`config.mk`:
```
export PLATFORM = sky130hd
export DESIGN_NAME = uart_prog_loader
export DESIGN_NICKNAME = d
export VERILOG_FILES = /design/src/rtl/uart_prog_loader.sv
export SDC_FILE = /design/constraint.sdc
export NUM_CORES = 1
export LEC_CHECK = 0
export ABC_AREA = 1
export ABC_CLOCK_PERIOD_IN_PS = 2610
export CORE_MARGIN = 4
export CORE_UTILIZATION = 46
export DETAILED_ROUTE_END_ITERATION = 10
export PLACE_DENSITY = 0.66
export SYNTH_ARGS = -nofsm -noshare
export SYNTH_HDL_FRONTEND = slang
export SYNTH_SLANG_ARGS = --single-unit
```
`constraint.sdc`:
```
create_clock -name clk -period 2.61 [get_ports clk]
set_clock_uncertainty 0.05 [all_clocks]
set_input_delay 0.522 -clock clk [delete_from_list [all_inputs] [get_ports clk]]
set_output_delay 0.522 -clock clk [all_outputs]
set_load 0.05 [all_outputs]
```
`src/rtl/uart_prog_loader.sv`:
```
// UART program-memory loader: receives 8N1 bytes, pairs them low-byte-first into 16-bit words
// and writes them to consecutive word addresses from 0. Optional echo transmitter: PROG_ECHO_EN.
module uart_prog_loader #(
    parameter int CLK_HZ       = 50_000_000,
    parameter int BAUD         = 115200,
    parameter int TIMEOUT_BITS = 64
) (
    input  logic        clk,
    input  logic        rst,
    input  logic        rx,
    input  logic        prog_en,
    output logic [15:0] DOUT,
    output logic [15:0] PADD,
    output logic        wren,
    output logic        clock,
    output logic        busy,
    output logic        frame_err,
    output logic        tx
);

    localparam int DIV  = CLK_HZ / BAUD;
    localparam int HALF = DIV / 2;
    localparam int CW   = $clog2(DIV + 1);
    localparam int TMO  = TIMEOUT_BITS * DIV;
    localparam int TW   = $clog2(TMO + 1);
    localparam logic [CW-1:0] CNT_ZERO = {CW{1'b0}};
    localparam logic [CW-1:0] CNT_ONE  = CW'(1);
    localparam logic [CW-1:0] DIV_M1   = CW'(DIV - 1);
    localparam logic [CW-1:0] HALF_M1  = CW'(HALF - 1);
    localparam logic [TW-1:0] TMO_ZERO = {TW{1'b0}};
    localparam logic [TW-1:0] TMO_ONE  = TW'(1);
    localparam logic [TW-1:0] TMO_M1   = TW'(TMO - 1);
    localparam logic PH_LOW  = 1'b0;
    localparam logic PH_HIGH = 1'b1;

    typedef enum logic [1:0] {RX_IDLE, RX_START, RX_DATA, RX_STOP} rx_state_t;
    typedef enum logic [1:0] {WR_IDLE, WR_W1, WR_W2, WR_W3} wr_state_t;

    logic            rx_meta_q, rxs_q, rxs_prev_q;
    rx_state_t       rx_state_q, rx_state_d;
    logic [CW-1:0]   cnt_q, cnt_d;
    logic [2:0]      bit_idx_q, bit_idx_d;
    logic [7:0]      shift_q, shift_d;
    logic            phase_q, phase_d;
    logic [7:0]      lo_q, lo_d;
    logic [TW-1:0]   tmo_q, tmo_d;
    wr_state_t       wr_state_q, wr_state_d;
    logic [15:0]     addr_q, addr_d;
    logic [15:0]     dout_q, dout_d;
    logic [15:0]     padd_q, padd_d;
    logic            wren_q, wren_d;
    logic            clock_q, clock_d;
    logic            busy_q, busy_d;
    logic            frame_err_q, frame_err_d;
    logic            rx_fall_s;
    logic            byte_valid_s;
    logic            echo_busy_s;

    assign rx_fall_s = rxs_prev_q & ~rxs_q;
    assign DOUT      = dout_q;
    assign PADD      = padd_q;
    assign wren      = wren_q;
    assign clock     = clock_q;
    assign busy      = busy_q;
    assign frame_err = frame_err_q;

    // Receive FSM: start-bit qualification, mid-bit data sampling and stop-bit check.
    always_comb begin
        rx_state_d   = rx_state_q;
        cnt_d        = cnt_q;
        bit_idx_d    = bit_idx_q;
        shift_d      = shift_q;
        byte_valid_s = 1'b0;
        frame_err_d  = 1'b0;
        if (!prog_en) begin
            rx_state_d = RX_IDLE;
            cnt_d      = CNT_ZERO;
            bit_idx_d  = 3'd0;
        end else begin
            case (rx_state_q)
                RX_IDLE: begin
                    cnt_d     = CNT_ZERO;
                    bit_idx_d = 3'd0;
                    if (rx_fall_s) begin
                        rx_state_d = RX_START;
                    end else begin
                        rx_state_d = RX_IDLE;
                    end
                end
                RX_START: begin
                    if (cnt_q == HALF_M1) begin
                        cnt_d = CNT_ZERO;
                        if (rxs_q) begin
                            rx_state_d = RX_IDLE;
                        end else begin
                            rx_state_d = RX_DATA;
                        end
                    end else begin
                        cnt_d = cnt_q + CNT_ONE;
                    end
                end
                RX_DATA: begin
                    if (cnt_q == DIV_M1) begin
                        cnt_d   = CNT_ZERO;
                        shift_d = {rxs_q, shift_q[7:1]};
                        if (bit_idx_q == 3'd7) begin
                            rx_state_d = RX_STOP;
                        end else begin
                            bit_idx_d = bit_idx_q + 3'd1;
                        end
                    end else begin
                        cnt_d = cnt_q + CNT_ONE;
                    end
                end
                RX_STOP: begin
                    if (cnt_q == DIV_M1) begin
                        cnt_d      = CNT_ZERO;
                        rx_state_d = RX_IDLE;
                        if (rxs_q) begin
                            byte_valid_s = 1'b1;
                        end else begin
                            frame_err_d = 1'b1;
                        end
                    end else begin
                        cnt_d = cnt_q + CNT_ONE;
                    end
                end
                default: begin
                    rx_state_d = RX_IDLE;
                    cnt_d      = CNT_ZERO;
                end
            endcase
        end
    end

    // Word assembly, high-byte timeout and the three-cycle write strobe sequence.
    always_comb begin
        phase_d    = phase_q;
        lo_d       = lo_q;
        tmo_d      = tmo_q;
        wr_state_d = wr_state_q;
        addr_d     = addr_q;
        dout_d     = dout_q;
        padd_d     = padd_q;
        if (!prog_en) begin
            phase_d    = PH_LOW;
            tmo_d      = TMO_ZERO;
            wr_state_d = WR_IDLE;
            addr_d     = 16'h0000;
        end else begin
            case (wr_state_q)
                WR_IDLE: wr_state_d = WR_IDLE;
                WR_W1:   wr_state_d = WR_W2;
                WR_W2:   wr_state_d = WR_W3;
                WR_W3: begin
                    wr_state_d = WR_IDLE;
                    addr_d     = addr_q + 16'd1;
                end
                default: wr_state_d = WR_IDLE;
            endcase
            if (frame_err_d) begin
                phase_d = PH_LOW;
                tmo_d   = TMO_ZERO;
            end else if (byte_valid_s) begin
                tmo_d = TMO_ZERO;
                if (phase_q == PH_LOW) begin
                    lo_d    = shift_q;
                    phase_d = PH_HIGH;
                end else begin
                    dout_d     = {shift_q, lo_q};
                    padd_d     = addr_q;
                    wr_state_d = WR_W1;
                    phase_d    = PH_LOW;
                end
            end else if ((phase_q == PH_HIGH) && (rx_state_q == RX_IDLE)) begin
                // An orphaned low byte is dropped once the line has idled too long.
                if (tmo_q == TMO_M1) begin
                    phase_d = PH_LOW;
                    tmo_d   = TMO_ZERO;
                end else begin
                    tmo_d = tmo_q + TMO_ONE;
                end
            end else begin
                tmo_d = tmo_q;
            end
        end
        wren_d  = (wr_state_d == WR_W1) || (wr_state_d == WR_W2);
        clock_d = (wr_state_d == WR_W2);
        busy_d  = (rx_state_d != RX_IDLE) || (wr_state_d != WR_IDLE) ||
                  (phase_d == PH_HIGH) || echo_busy_s;
    end

`ifdef PROG_ECHO_EN
    logic        pend_full_q, pend_full_d;
    logic [7:0]  pend_q, pend_d;
    logic        tx_act_q, tx_act_d;
    logic [8:0]  tx_shift_q, tx_shift_d;
    logic [3:0]  tx_bits_q, tx_bits_d;
    logic [CW-1:0] tx_cnt_q, tx_cnt_d;
    logic        tx_q, tx_d;

    assign tx = tx_q;

    // Echo transmitter fed from a single pending slot; bytes arriving while it is full are not echoed.
    always_comb begin
        pend_full_d = pend_full_q;
        pend_d      = pend_q;
        tx_act_d    = tx_act_q;
        tx_shift_d  = tx_shift_q;
        tx_bits_d   = tx_bits_q;
        tx_cnt_d    = tx_cnt_q;
        tx_d        = tx_q;
        if (!prog_en) begin
            pend_full_d = 1'b0;
            tx_act_d    = 1'b0;
            tx_bits_d   = 4'd0;
            tx_cnt_d    = CNT_ZERO;
            tx_d        = 1'b1;
        end else begin
            if (!tx_act_q) begin
                if (pend_full_q) begin
                    tx_act_d    = 1'b1;
                    tx_shift_d  = {1'b1, pend_q};
                    tx_bits_d   = 4'd0;
                    tx_cnt_d    = CNT_ZERO;
                    tx_d        = 1'b0;
                    pend_full_d = 1'b0;
                end else begin
                    tx_d = 1'b1;
                end
            end else if (tx_cnt_q == DIV_M1) begin
                tx_cnt_d = CNT_ZERO;
                if (tx_bits_q == 4'd9) begin
                    tx_act_d = 1'b0;
                    tx_d     = 1'b1;
                end else begin
                    tx_d       = tx_shift_q[0];
                    tx_shift_d = {1'b1, tx_shift_q[8:1]};
                    tx_bits_d  = tx_bits_q + 4'd1;
                end
            end else begin
                tx_cnt_d = tx_cnt_q + CNT_ONE;
            end
            if (byte_valid_s && !pend_full_q) begin
                pend_d      = shift_q;
                pend_full_d = 1'b1;
            end else begin
                pend_d = pend_d;
            end
        end
        echo_busy_s = tx_act_d || pend_full_d;
    end

    // Echo transmitter state registers.
    always_ff @(posedge clk or negedge rst) begin
        if (!rst) begin
            pend_full_q <= 1'b0;
            pend_q      <= 8'h00;
            tx_act_q    <= 1'b0;
            tx_shift_q  <= 9'h1FF;
            tx_bits_q   <= 4'd0;
            tx_cnt_q    <= CNT_ZERO;
            tx_q        <= 1'b1;
        end else begin
            pend_full_q <= pend_full_d;
            pend_q      <= pend_d;
            tx_act_q    <= tx_act_d;
            tx_shift_q  <= tx_shift_d;
            tx_bits_q   <= tx_bits_d;
            tx_cnt_q    <= tx_cnt_d;
            tx_q        <= tx_d;
        end
    end
`else
    assign echo_busy_s = 1'b0;
    assign tx          = 1'b1;
`endif

    // Input synchronizer plus all receive, assembly and write-sequence registers.
    always_ff @(posedge clk or negedge rst) begin
        if (!rst) begin
            rx_meta_q   <= 1'b1;
            rxs_q       <= 1'b1;
            rxs_prev_q  <= 1'b1;
            rx_state_q  <= RX_IDLE;
            cnt_q       <= CNT_ZERO;
            bit_idx_q   <= 3'd0;
            shift_q     <= 8'h00;
            phase_q     <= PH_LOW;
            lo_q        <= 8'h00;
            tmo_q       <= TMO_ZERO;
            wr_state_q  <= WR_IDLE;
            addr_q      <= 16'h0000;
            dout_q      <= 16'h0000;
            padd_q      <= 16'h0000;
            wren_q      <= 1'b0;
            clock_q     <= 1'b0;
            busy_q      <= 1'b0;
            frame_err_q <= 1'b0;
        end else begin
            rx_meta_q   <= rx;
            rxs_q       <= rx_meta_q;
            rxs_prev_q  <= rxs_q;
            rx_state_q  <= rx_state_d;
            cnt_q       <= cnt_d;
            bit_idx_q   <= bit_idx_d;
            shift_q     <= shift_d;
            phase_q     <= phase_d;
            lo_q        <= lo_d;
            tmo_q       <= tmo_d;
            wr_state_q  <= wr_state_d;
            addr_q      <= addr_d;
            dout_q      <= dout_d;
            padd_q      <= padd_d;
            wren_q      <= wren_d;
            clock_q     <= clock_d;
            busy_q      <= busy_d;
            frame_err_q <= frame_err_d;
        end
    end

endmodule

```
### After elaboration in Yosys (flattened, before gate mapping)

Cells that the tools add are included.
Widths: inputs -> output; s select.

| operators by class | value |
|---|---|
| add/sub/neg operators | 4 |
| equality and inequality tests | 17 |
| muxes and demuxes | 42 |
| bitwise logic cells | 4 |
| reduce and logical (&&, ||, !) cells | 14 |

Operators with widths:

| operator | count |
|---|---|
| $mux 15 | 5 |
| $mux 16 | 2 |
| $mux 9 | 3 |
| $pmux 9 s3 | 1 |
| $mux 2 | 10 |
| $add 16x1->16 const B | 1 |
| $add 15x1->15 const B | 1 |
| $eq 15x15->1 const B | 1 |
| $mux 1 | 15 |
| $eq 2x2->1 const B | 5 |
| $add 9x1->9 const B | 1 |
| $eq 9x8->1 const B | 1 |
| $eq 9x9->1 const B | 1 |
| $mux 3 | 3 |
| $pmux 2 s4 | 1 |
| $reduce_and 4->1 | 2 |
| $eq 2x1->1 const B | 3 |
| $ne 3x3->1 const B | 2 |
| $pmux 2 s3 | 1 |
| $pmux 3 s2 | 1 |
| $reduce_and 3->1 | 2 |
| $logic_not 2->1 | 2 |
| $ne 4x1->1 const B | 1 |
| $reduce_bool 2->1 | 2 |
| other kinds (9) | 14 |

| word-level totals | value |
|---|---|
| register bits | 103 |
| bits of input ports | 4 |
| output and inout port bits | 37 |
| logic and storage cells | 99 |

### Longest topological paths before layout

| logic depth | value |
|---|---|
| depth after elaboration | 10 |
| mapped depth | 12 |
| gate-level depth less buffers | 11 |

### Worst setup path after synthesis

No wires, ideal clock.

| timing | value |
|---|---|
| path type | flip-flop to flip-flop |
| start | register cnt_q[1] |
| end | register busy_q, in the netlist busy |
| setup time | 0.127 ns |
| arrival time | 1.734 ns |
| data required time | 2.433 ns |
| path slack | 0.700 ns |
| stages on the path, launching flop included | 13 |
| buffers on the path | 1 |
| period minus slack after synthesis | 1.910 ns |
| cells stage by stage | dfrtp_1 > inv_1 > ha_1 > nand2_1 > nor2_2 > nand3_4 > nor2_2 > buf_4 > nor3_1 > inv_1 > ha_1 > a21boi_0 > nand3_1 |

| between the ends | value |
|---|---|
| cells in the longest elaborated chain, start to end | 10 |

Ends and longest elaborated chain:

| item | line | RTL |
|---|---|---|
| from (decl) | 41 | `logic [CW-1:0] cnt_q, cnt_d;` |
| from (signal assigned) | 305 | `cnt_q <= cnt_d;` |
| $eq 9x9->1 (*) | 116 | `if (cnt_q == DIV_M1) begin` |
| $mux 1 | 116 |  |
| $mux 1 | 80 | `case (rx_state_q)` |
| $mux 1 | 75 | `if (!prog_en) begin` |
| $mux 2 | 164 | `end else if (byte_valid_s) begin` |
| $mux 2 (*) | 161 | `if (frame_err_d) begin` |
| $mux 2 (*) | 145 | `if (!prog_en) begin` |
| via wr_state_d[1] | 47 | `wr_state_t wr_state_q, wr_state_d;` |
| $reduce_bool 2->1 (*) | 189 | `busy_d = (rx_state_d != RX_IDLE) \|\| (wr_state_d != WR_IDLE) \|\|` |
| $logic_or 1x1->1 (*) (2 in series) | 189 |  |
| via busy_d | 53 | `logic busy_q, busy_d;` |
| to (signal assigned) | 317 | `busy_q <= busy_d;` |
| to (decl) | 53 |  |

Mark *: on every way through the listed nets, which the timed path passes. The rest lies on a longest branch.
A chain may end at the register's enable or synchronous reset.

### Worst setup path after layout

Same ends and word-level chain as after synthesis.

==> results_tabular.tex <==
\begin{tabular}{lr}
\hline
Metric & Value \\
\hline
\multicolumn{2}{l}{\textbf{Clocking}} \\
Deepest level of the CTS H-tree & 3 \\
Buffer levels on the longest clock path & 2 \\
Clock-pin slew on the worst setup and hold paths & 0.11 ns \\
CTS tree & done \\
Number of buffers added for setup after CTS & 0 \\
Clock latency on the worst-skew pair & 0.37 ns \\
\# resized after CTS & 0 \\
Total of hold buffers inserted after clock tree synthesis & 0 \\
Clock sink count & 103 \\
Root buf cell & sky130\_fd\_sc\_hd\_\_clkbuf\_8 \\
Number of clock buffers inserted by TritonCTS & 9 \\
\multicolumn{2}{l}{\textbf{Logic synthesis}} \\
Share of flip-flops with an asynchronous set or reset after synthesis & 100\% \\
Flip-flop cell with the highest count after synthesis & sky130\_fd\_sc\_hd\_\_dfrtp\_1 \\
Most numerous cell types in the synthesized netlist & sky130\_fd\_sc\_hd\_\_nand2\_1 (128), sky130\_fd\_sc\_hd\_\_dfrtp\_1 (100), sky130\_fd\_sc\_hd\_\_nor2\_1 (89), sky130\_fd\_sc\_hd\_\_inv\_1 (64), sky130\_fd\_sc\_hd\_\_a21oi\_1 (34) \\
Cell type with the highest aggregate area in the netlist & sky130\_fd\_sc\_hd\_\_dfrtp\_1 \\
Count of flip-flops with a built-in enable after synthesis & 0 \\
Number of distinct standard cells referenced by the synthesized netlist & 37 \\
Avg Inst Size Synth & 8.33 sq um \\
Cells after synthesis & 585 \\
Sequential-to-total area share from yosys stat & 53.0\% \\
Synthesized netlist net count & 600 \\
Area contributors post-synth & sky130\_fd\_sc\_hd\_\_dfrtp\_1 (51\%), sky130\_fd\_sc\_hd\_\_nand2\_1 (9.9\%), sky130\_fd\_sc\_hd\_\_nor2\_1 (6.9\%) \\
Cell with the most instances after synthesis & sky130\_fd\_sc\_hd\_\_nand2\_1 \\
Post-synth top area share & 51.3\% \\
Post-synthesis instance area & 4870 sq um \\
Syn. warnings & 0 \\
Synthesized flop and latch total & 103 \\
\multicolumn{2}{l}{\textbf{Timing}} \\
Highest clock rate & 449 MHz \\
Worst-margin pin slew & 0.507 ns \\
Final count of hold timing violations & 0 \\
Final Setup Violations & 0 \\
Hold WS & 0.0682 ns \\
Crit path time final & 2.23 ns \\
Number of max-slew violations in the final report & 0 \\
Final-layout setup total negative slack & 0 ns \\
Slew HR & 66.1\% \\
Setup repair after global routing missed its margin & false \\
Final period util & 85.3\% \\
\multicolumn{2}{l}{\textbf{Place}} \\
HPWL reported at the end of detailed placement & 7100 um \\
Port Buffers & 39 \\
Placer congestion estimate & 0.899 \\
\multicolumn{2}{l}{\textbf{Setup path}} \\
Slowest CP cell & sky130\_fd\_sc\_hd\_\_dfrtp\_1 \\
Startpoint of the most critical register-to-register path & cnt\_q[1] \\
Crit end category & flip-flop \\
Critical Path, Cell by Cell & inv\_1 > ha\_1 > nand2\_1 > nor2\_2 > nand3\_4 > nor2\_4 > nor3\_1 > inv\_1 > ha\_1 > a21boi\_0 > nand3\_1 \\
Buffers and inverters on the worst path & 2 \\
Worst EP arrival & 2.44 ns \\
Slowest Stage Delay on Critical Path & 0.39 ns \\
Worst reg-to-reg path cell count & 11 \\
Required time of the critical path & 2.82 ns \\
Cell class contributing the biggest share of worst-path delay & simple AND/OR/NAND/NOR gates \\
Register-to-register setup slack & 0.38 ns \\
Setup Crit Path Kind & flip-flop to flip-flop \\
Reg2Reg Capture Point & busy \\
Start point of the critical path & cnt\_q[1] \\
Startpoint class of the critical path & flip-flop \\
Critical-path maximum fanout & 12 \\
\multicolumn{2}{l}{\textbf{Global route}} \\
Global-route wire length before repair & 17,300 um \\
Vias in the first global route & 3,718 \\
Maximum number of pins on one net before global-route repair & 39 \\
Combined global-route utilization of all metal layers & 16.9\% \\
Number of antenna violations at the first check in global routing & 0 \\
Overflow left after global routing & 0 \\
\multicolumn{2}{l}{\textbf{Route}} \\
Number of iterations in the first detailed-routing pass & 4 \\
Routed vias & 3,831 \\
Total DRC errors in the routed layout & 0 \\
Number of DRC markers after the initial detailed-route iteration & 163 \\
Vias/cell & 4.99 \\
Sum of routed wire length over all layers & 9740 um \\
Final ANT Viol Nets & 0 \\
Wire length per cell & 12.7 um \\
\multicolumn{2}{l}{\textbf{Floorplanning}} \\
Total number of placement rows & 37 \\
Overall die area & 12,300 sq um \\
Standard cell core area & 10,300 sq um \\
I/O pin total & 41 \\
Die span in y & 111 um \\
Initial Utilization & 47.2\% \\
Die X-Extent & 111 um \\
\multicolumn{2}{l}{\textbf{Outcome}} \\
Run status & completed \\
\multicolumn{2}{l}{\textbf{Pwr}} \\
Power density normalized to cell area & 505 nW/um\^{}2 \\
Max VDD drop & 0.236 mV \\
Leakage Power & 2.67 nW \\
\multicolumn{2}{l}{\textbf{Finish}} \\
Layout-stage area growth over the synthesis result & 15.5\% \\
Final \#Nets & 642 \\
Antenna Cells & 0 \\
Fraction of layout cells with a size suffix above 1 & 8.39\% \\
End-of-flow core utilization & 54.5\% \\
\multicolumn{2}{l}{\textbf{Flow run}} \\
Number of max-cap violations & 0 \\
\multicolumn{2}{l}{\textbf{Hold path}} \\
Path class of the lowest-slack min-delay path & input pin to asynchronous set/reset pin \\
\hline
\end{tabular}
[power breakdown]
part	switching (mW)	leakage, nW	internal [mW]
Combinational	0.103	1.13	0.0392
Sequential	0.0153	1.43	1.61
Clock	0.602	0.111	0.474
Total	0.721	2.67	2.12
[routing by layer]
layer  global-route usage, %  vias to the layer above  part of all wire (%)
li1                        -                     1943                     -
met1                    22.9                     1826                    49
met2                    27.1                       56                    47
met3                    2.78                        6                   3.2
met4                    6.73                        0                   1.1
met5                       0                        -                     0
[state kept, by name, indices dropped and copies added, names as in the netlist, 2 cells and up]
signal	flops
wr_state_q	2
tmo_q	15
rx_state_q	2
cnt_q	9
addr_q	16
PADD	16
bit_idx_q	3
lo_q	8
shift_q	8
DOUT	16
[cells in the final DEF, fill, tap and decap left out, types with 4 or more instances in the layout]
master	synthesis	layout
sky130_fd_sc_hd__nand2_2	4	4
sky130_fd_sc_hd__nand2_1	128	128
sky130_fd_sc_hd__nor3_1	27	27
sky130_fd_sc_hd__nor2_2	6	5
sky130_fd_sc_hd__clkbuf_8	0	9
sky130_fd_sc_hd__clkdlybuf4s50_1	0	38
sky130_fd_sc_hd__buf_4	3	9
sky130_fd_sc_hd__inv_1	64	64
sky130_fd_sc_hd__nor2_1	89	89
sky130_fd_sc_hd__inv_2	6	6
sky130_fd_sc_hd__o21ai_0	13	13
sky130_fd_sc_hd__a21oi_1	34	34
sky130_fd_sc_hd__xor2_1	7	7
sky130_fd_sc_hd__o21ai_1	17	17
sky130_fd_sc_hd__nand3_1	31	31
sky130_fd_sc_hd__nand4_1	10	10
sky130_fd_sc_hd__ha_1	11	11
sky130_fd_sc_hd__dfrtp_1	100	100
[through the flow]
step | setup WS (ns) | area [sq um] | power [mW] | instances
floorplan | 0.700 | 4870 | 1.73 | 585
global placement | 0.171 | 5410 | 1.80 | 752
detailed placement | 0.0945 | 5410 | 1.80 | 752
CTS | 0.356 | 5630 | 2.89 | 768
global route | 0.192 | 5630 | 2.98 | 768
finish | 0.384 | 5630 | 2.84 | 768
[how the worst max path moves through the flow]
stage	end	slack, ns	depth (start not counted)
finish	busy	0.38	11
CTS	busy	0.36	11
detailed placement	busy	0.09	10
global route	busy	0.19	11
floorplan	busy	0.70	12
global placement	busy	0.17	10
[logic make-up (layout without fill, tap and decap cells)]
kind of cell    Yosys count  in the layout  synth area share (%)
xor+xnor                  8              8                  1.44
simple gates            306            306                  27.8
other cells               1              1                0.0769
fa+ha+maj                11             11                  2.82
compound gates           69             69                  7.32
buf+inv                  87            134                  7.60
flops                   103            103                  53.0
[layout make-up]
| cell class | count | area, sq um |
|---|---|---|
| Sequential cell | 103 | 2580 |
| Clock buffer | 9 | 124 |
| Clock inverter | 7 | 95.1 |
| Timing Repair Buffer | 48 | 468 |
| Inverter | 70 | 263 |
| Tap cell | 136 | 170 |
| Multi-Input combinational cell | 395 | 1930 |
| Fill cell | 953 | 4700 |
No activity file was read; power rests on OpenSTA's default activity.
